$ cat src/rtl/bin2bcd_seq.sv
// Sequential binary-to-packed-BCD converter (shift-and-add-3), one conversion per start request.
// Optional leading-zero mask output o_blank is built when BCD_BLANK_EN is defined.
module bin2bcd_seq #(
    parameter int W_IN     = 16,
    parameter int N_DIGITS = 5
) (
    input  logic                  i_clock,
    input  logic                  i_reset,
    input  logic                  i_start,
    input  logic [W_IN-1:0]       i_bin,
    output logic                  o_busy,
    output logic                  o_done,
    output logic [4*N_DIGITS-1:0] o_bcd,
    output logic                  o_ovf,
`ifdef BCD_BLANK_EN
    output logic [N_DIGITS-1:0]   o_blank,
`endif
    output logic [1:0]            o_dbg_state
);

    // Handshake: i_start is a request sampled only in IDLE, together with i_bin; it is
    // ignored while busy or in DONE. o_done pulses for exactly one cycle, in the same
    // cycle that o_bcd/o_ovf first show the new result; they then hold until the next pulse.

    localparam int BCD_W = 4 * N_DIGITS;
    localparam int CNT_W = $clog2(W_IN);
    localparam logic [CNT_W-1:0] CNT_LAST = CNT_W'(W_IN - 1);

    typedef enum logic [1:0] {
        S_IDLE  = 2'd0,
        S_SHIFT = 2'd1,
        S_DONE  = 2'd2
    } state_t;

    state_t             state_q, state_d;
    logic [W_IN-1:0]    bin_q, bin_d;
    logic [BCD_W-1:0]   scr_q, scr_d;
    logic [CNT_W-1:0]   cnt_q, cnt_d;
    logic               ovf_int_q, ovf_int_d;
    logic [BCD_W-1:0]   bcd_q, bcd_d;
    logic               ovf_q, ovf_d;

    logic [BCD_W-1:0]   scr_adj;
    logic [BCD_W-1:0]   scr_shift;
    logic [BCD_W-1:0]   all_nines;
    logic               carry_out;
    logic               ovf_next;
    logic               last_shift;

`ifdef BCD_BLANK_EN
    logic [N_DIGITS-1:0] blank_q, blank_d;

    // Bit k set when digits k..top are all zero; bit 0 stays clear so a lone zero is shown.
    function automatic logic [N_DIGITS-1:0] blank_of(input logic [BCD_W-1:0] bcd);
        logic zero_run;
        blank_of = '0;
        zero_run = 1'b1;
        for (int k = N_DIGITS - 1; k >= 1; k--) begin
            zero_run    = zero_run & (bcd[4*k +: 4] == 4'd0);
            blank_of[k] = zero_run;
        end
    endfunction
`endif

    // Per-digit add-3 adjust; nibbles are independent, nothing carries between them.
    always_comb begin
        scr_adj = scr_q;
        for (int k = 0; k < N_DIGITS; k++) begin
            if (scr_q[4*k +: 4] >= 4'd5) begin
                scr_adj[4*k +: 4] = scr_q[4*k +: 4] + 4'd3;
            end
        end
    end

    always_comb begin
        all_nines = '0;
        for (int k = 0; k < N_DIGITS; k++) begin
            all_nines[4*k +: 4] = 4'h9;
        end
    end

    // A set bit leaving the top digit means the value no longer fits in N_DIGITS.
    assign carry_out  = scr_adj[BCD_W-1];
    assign scr_shift  = {scr_adj[BCD_W-2:0], bin_q[W_IN-1]};
    assign ovf_next   = ovf_int_q | carry_out;
    assign last_shift = (state_q == S_SHIFT) && (cnt_q == '0);

    // Next-state logic
    always_comb begin
        state_d = state_q;
        case (state_q)
            S_IDLE:  if (i_start) state_d = S_SHIFT;
            S_SHIFT: if (cnt_q == '0) state_d = S_DONE;
            S_DONE:  state_d = S_IDLE;
            default: state_d = S_IDLE;
        endcase
    end

    // Datapath next values
    always_comb begin
        bin_d     = bin_q;
        scr_d     = scr_q;
        cnt_d     = cnt_q;
        ovf_int_d = ovf_int_q;
        bcd_d     = bcd_q;
        ovf_d     = ovf_q;
`ifdef BCD_BLANK_EN
        blank_d   = blank_q;
`endif
        if (state_q == S_IDLE && i_start) begin
            bin_d     = i_bin;
            scr_d     = '0;
            cnt_d     = CNT_LAST;
            ovf_int_d = 1'b0;
        end else if (state_q == S_SHIFT) begin
            bin_d     = {bin_q[W_IN-2:0], 1'b0};
            scr_d     = scr_shift;
            ovf_int_d = ovf_next;
            if (cnt_q != '0) begin
                cnt_d = cnt_q - CNT_W'(1);
            end
        end
        // Result registers load on the edge entering DONE so they appear with o_done.
        if (last_shift) begin
            bcd_d   = ovf_next ? all_nines : scr_shift;
            ovf_d   = ovf_next;
`ifdef BCD_BLANK_EN
            blank_d = ovf_next ? '0 : blank_of(scr_shift);
`endif
        end
    end

    always_ff @(posedge i_clock) begin
        if (i_reset) begin
            state_q   <= S_IDLE;
            bin_q     <= '0;
            scr_q     <= '0;
            cnt_q     <= '0;
            ovf_int_q <= 1'b0;
            bcd_q     <= '0;
            ovf_q     <= 1'b0;
`ifdef BCD_BLANK_EN
            blank_q   <= '0;
`endif
        end else begin
            state_q   <= state_d;
            bin_q     <= bin_d;
            scr_q     <= scr_d;
            cnt_q     <= cnt_d;
            ovf_int_q <= ovf_int_d;
            bcd_q     <= bcd_d;
            ovf_q     <= ovf_d;
`ifdef BCD_BLANK_EN
            blank_q   <= blank_d;
`endif
        end
    end

    // Output logic
    always_comb begin
        o_busy      = (state_q == S_SHIFT);
        o_done      = (state_q == S_DONE);
        o_dbg_state = state_q;
        o_bcd       = bcd_q;
        o_ovf       = ovf_q;
`ifdef BCD_BLANK_EN
        o_blank     = blank_q;
`endif
    end

endmodule

$ cat config.mk
export PLATFORM = sky130hd
export DESIGN_NAME = bin2bcd_seq
export DESIGN_NICKNAME = d
export VERILOG_FILES = /design/src/rtl/bin2bcd_seq.sv
export SDC_FILE = /design/constraint.sdc
export NUM_CORES = 1
export LEC_CHECK = 0
export CORE_MARGIN = 10
export CORE_UTILIZATION = 30
export DETAILED_ROUTE_END_ITERATION = 16
export PLACE_DENSITY = 0.58
export SLEW_MARGIN = 20
export SYNTH_ARGS = -nofsm -noshare
export SYNTH_HDL_FRONTEND = slang
export SYNTH_SLANG_ARGS = --single-unit
$ cat constraint.sdc
create_clock -name i_clock -period 1.9 [get_ports i_clock]
set_input_delay 0.19 -clock i_clock [delete_from_list [all_inputs] [get_ports i_clock]]
set_output_delay 0.19 -clock i_clock [all_outputs]
set_load 0.01 [all_outputs]
# After elaboration in Yosys (flattened, before gate mapping)
# Index checks and enable logic that the tools add are counted.
# classes
reduce_logical	10
addsub	6
magnitude_cmp	5
n_mux	14
n_eq_ne	4
n_bitwise	1
# ops
op	n
$mux W16	2
$mux W4	8
$add A4 B2 Y4 const B	5
$ge A4 B3 Y1 const B	5
$mux W20	1
$logic_not A4 Y1	1
$mux W2	2
$pmux W2 S2	1
$reduce_and A2 Y1	2
$reduce_bool A2 Y1	2
$reduce_bool A4 Y1	1
$sub A4 B1 Y4 const B	1
$eq A2 B1 Y1 const B	1
$eq A2 B2 Y1 const B	1
$logic_and A1 B1 Y1	2
$logic_not A2 Y1	1
$ne A2 B1 Y1 const B	1
$ne A2 B2 Y1 const B	1
$reduce_or A2 Y1	1
$or A1 B1 Y1	1
# totals
wordCells	47
reg_bits	64

# Depth between registers and ports, before layout
# Gate-level depths: netlist (run 1).
# depth
ltp_word	4
mapped_depth	8
ltp_nobuf	6

# Worst setup path after synthesis (run 1)
# Ideal clock, no wire load.
# synth_timing
path_type	reg2reg
startpoint	register cnt_q[0]
endpoint	register bcd_q[17] (netlist: o_bcd[17])
path_buffers	1
setup_ns	0.097
required_ns	1.803
arrival_ns	1.557
slack_ns	0.246
path_stages_with_launch	8
period_less_slack_ns	1.654
path_cell_list	dfxtp_1 > inv_1 > ha_1 > nor3b_2 > and2_1 > buf_4 > or3b_2 > o41ai_4
# synth_between
elab_chain_len	2
# synth_lines
item	line	text
start, declared	38	logic [CNT_W-1:0] cnt_q, cnt_d;
start signal, assigned	149	cnt_q <= cnt_d;
$logic_not A4 Y1	86	assign last_shift = (state_q == S_SHIFT) && (cnt_q == '0);
$logic_and A1 B1 Y1	86	
end signal, assigned	140	bcd_q <= '0;
end signal, assigned	151	bcd_q <= bcd_d;
end, declared	40	logic [BCD_W-1:0] bcd_q, bcd_d;
# No other way between the ends.
# A chain may end at the register's enable or synchronous reset.

# Worst setup path in the final report (run 1)
# layout_timing
startpoint	register scr_q[5]
endpoint	register bcd_q[5] (netlist: o_bcd[5])
# layout_between
elab_chain_len	3
# layout_lines
item	line	text
start, declared	37	logic [BCD_W-1:0] scr_q, scr_d;
start signal, assigned	148	scr_q <= scr_d;
$ge A4 B3 Y1	69	if (scr_q[4*k +: 4] >= 4'd5) begin
$mux W4	69	
$mux W20	125	bcd_d = ovf_next ? all_nines : scr_shift;
# No other way between the ends.

==> results of run 1 <==
[report_power, final]
| part | internal [W] | switching, W | leakage (nW) |
|---|---|---|---|
| Sequential | 0.00142 | 0.0000721 | 0.522 |
| Combinational | 0.000249 | 0.000305 | 0.750 |
| Clock | 0.000779 | 0.000557 | 0.105 |
[critical path, delay by kind of cell, from the launching register on]
kind            cells  cell delay, ns
compound gates      1            0.25
simple gates        3            0.79
flops               1            0.38
fa+ha+maj           1            0.16
buf+inv             1            0.07
[flip-flops by register name, indices dropped and copies added, names as in the netlist]
register / count
o_bcd: 20
scr_q: 20
bin_q: 16
cnt_q: 4
o_dbg_state: 2
o_ovf: 1
ovf_int_q: 1
[cells by family after synthesis]
logic type               count (synthesis)  synth area share
AO/OA/AOI/OAI                          123             0.283
adder cells (fa/ha/maj)                 11            0.0446
buffers and inverters                   37            0.0535
flip-flops                              64             0.415
multiplexers                             1           0.00324
AND/OR/NAND/NOR                        119             0.201
[stage by stage]
step	TNS, ns	power [W]	hold WS (ns)	instance area [sq um]	cells
floorplan	0	0.00187	0.326	3090	355
global placement	0	0.00207	0.442	3670	520
detailed placement	-0.0111	0.00208	0.448	3670	520
CTS	0	0.00343	0.399	3890	536
global route	0	0.00357	0.408	3910	536
finish	0	0.00339	0.422	3910	536
[layer usage]
| layer | up-vias | track usage |
|---|---|---|
| met5 | - | 0 |
| met4 | 0 | 0.0298 |
| met3 | 4 | 0.0316 |
| met2 | 51 | 0.169 |
| met1 | 1266 | 0.132 |
| li1 | 1387 | - |
[worst min-delay path by stage]
stage	slack, ns	start	end	cells after the start
floorplan	0.33	i_bin[0]	bin_q[0]$_SDFFE_PP0P_	2
global placement	0.44	bin_q[8]$_SDFFE_PP0P_	bin_q[8]$_SDFFE_PP0P_	2
detailed placement	0.45	bin_q[8]$_SDFFE_PP0P_	bin_q[8]$_SDFFE_PP0P_	2
CTS	0.40	i_bin[0]	bin_q[0]$_SDFFE_PP0P_	3
global route	0.41	i_bin[0]	bin_q[0]$_SDFFE_PP0P_	3
finish	0.42	i_bin[0]	bin_q[0]$_SDFFE_PP0P_	3
[layout make-up]
type	instances	area share
clock buffers	10	0.0352
clock inverters	6	0.0234
inverters	14	0.0134
multi-input cells	254	0.424
flip-flops and latches	64	0.329
well taps	133	0.0426
repair buffers	55	0.133
[synthesized netlist by cell type, drive strengths merged]
cell / n / area [sq um]
nor2: 31 / 119
a211o: 3 / 26.3
inv: 14 / 52.6
nand2: 31 / 116
a21oi: 33 / 165
nand3: 5 / 25.0
o32ai: 9 / 78.8
or3b: 1 / 8.76
o41ai: 1 / 27.5
or2: 1 / 6.26
nor2b: 2 / 12.5
a2111oi: 1 / 8.76
a211oi: 23 / 173
a21o: 10 / 75.1
ha: 11 / 138
nand2b: 17 / 121
o21a: 7 / 52.6
a31oi: 4 / 25.0
clkbuf: 14 / 52.6
a311oi: 9 / 78.8
dfxtp: 64 / 1280
mux2i: 1 / 10.0
buf: 9 / 60.1
a22oi: 15 / 113
nor3b: 11 / 87.6
o21ai: 7 / 38.8
nor3: 4 / 20.0
or3: 2 / 12.5
and3: 2 / 12.5
nand4b: 1 / 8.76
and2: 10 / 62.6
nor4: 1 / 6.26
o41a: 1 / 11.3
[repair_timing]
item / in CTS / in global routing
setup endpoints to repair: 1 / 26
pin swaps: 0 / 0
resized for setup: 2 / 4
endpoints found under the hold margin: 0 / 0
buffers inserted: 0 / 0
==> flow_summary_export.csv, run 1 <==
group,metric,value,unit
setup_path,crit_chain,"inv_1 > ha_1 > nand2b_1 > and3_1 > or3_1 > o32ai_2",
layout,nNetsFinal,428,
clock_tree,hold_buffers,0,
drt,drtPass1Iterations,4,
clock_tree,path_clk_slew,0.07,ns
setup_path,r2r_slack,0.16,ns
die,dieHeight,121,microns
logic_synthesis,ys_seq_area_frac,0.415,
layout,nFillCells,1022,
setup_path,critPathRequiredTime,2.15,ns
die,die_area,14700,sq um
logic_synthesis,synth_cells,355,
sta,maxSlewViolCount,0,
drt,highest_layer,"met4",
sta,hold_viol,0,
logic_synthesis,yosysWarnings,0,
sta,tightest_slew,0.681,ns
drt,wl_per_cell,14.0,microns
layout,final_util,0.394,
sta,fin_ws,0.161,ns
place,gp_congestion,0.804,
die,pin_count,44,
setup_path,cp_max_fo,5,
grt,grt_pass1_wl,12700,microns
sta,rsz0062_at_grt,"false",
drt,ant_nets,0,
logic_synthesis,synth_area,3090,sq um
setup_path,cp.arrival,1.99,ns
power_and_ir_drop,p_per_area,866,nW/um^2
drt,drt-initial-drc-count,137,
grt,antenna_found_initial,0,
layout,area_growth,26.6,%
clock_tree,cts_sinks,64,
setup_path,reg2regPathDepth,6,
grt,grt_pass1_vias,2579,
grt,track_usage,0.105,
job,maxCapViolations,0,
setup_path,crit_start,"scr_q[5]$_SDFFE_PP0P_",
clock_tree,cts_tree,"yes",
place,post-dp-hpwl,5270,microns
clock_tree,root_buffer,"clkbuf_8",
outcome,status,"finished clean",
setup_path,slowest_delay,0.38,ns
setup_path,r2r_start,"scr_q[5]$_SDFFE_PP0P_",
setup_path,slowest_stage,"dfxtp_1",
sta,skew,0.0114,ns
grt,grt_max_degree,23,
die,coreArea,9910,sq um
sta,fmax,0.575,GHz
layout,final_common_cell,"dfxtp_1",
drt,drt_wl_total,7480,microns
clock_tree,cts-htree-levels,3,
die,start_util,0.311,
grt,grt_overflow_total,0,
layout,multi_input_area,1660,sq um
layout,final_cell_mix,"dfxtp_1, clkdlybuf4s50_1, a21oi_1, nand2_1, nor2_1",
layout,drive_gt1_frac,0.107,
logic_synthesis,synth.distinct_cells,40,
clock_tree,cts_buffers,9,
sta,setup_viol,0,
power_and_ir_drop,vdd_drop_max,0.408,mV
setup_path,cp-endpoint,"o_bcd[5]$_SDFFE_PP0P_",
logic_synthesis,synth.avg_cell_area,8.69,sq um
sta,min_period,1.74,ns
drt,drc,0,
place,place.port_buffers,43,
drt,vias,2708,
logic_synthesis,synth.net_count,385,
die,rows,36,
power_and_ir_drop,leakagePower,1.38,nW
place,pre_cts_ws,-0.00625,ns
clock_tree,clk_latency,0.34,ns
setup_path,crit_type,"flop to flop",
logic_synthesis,synth-seq-cells,64,
setup_path,r2r-end,"o_bcd[5]$_SDFFE_PP0P_",
hold_path,worstHoldPathType,"input port to flop",
layout,diodes,0,
setup_path,worstSetupStartpointType,"flop",
clock_tree,clockBufferDepth,2,
drt,wl_met1,3600,microns
drt,via_per_inst,5.05,
sta,fin_crit_sh,0.915,
sta,maxSlewHeadroom,0.544,
drt,met3_length,288,microns
die,die_w,121,microns
setup_path,critPathCaptureType,"flop",
drt,wl_met2,3530,microns
layout,seq_area,1280,sq um
Note: power is estimated with default switching activity, not from simulation.
==> run 2: changes to the inputs <==
--- a/config.mk
+++ b/config.mk
@@ -8,6 +8,7 @@
 export CORE_MARGIN = 10
 export CORE_UTILIZATION = 30
 export DETAILED_ROUTE_END_ITERATION = 16
+export GPL_ROUTABILITY_DRIVEN = 0
 export PLACE_DENSITY = 0.58
 export SLEW_MARGIN = 20
 export SYNTH_ARGS = -nofsm -noshare
==> results of run 2 <==
Same layout as run 1: the final DEF is identical, and so are final timing and power.
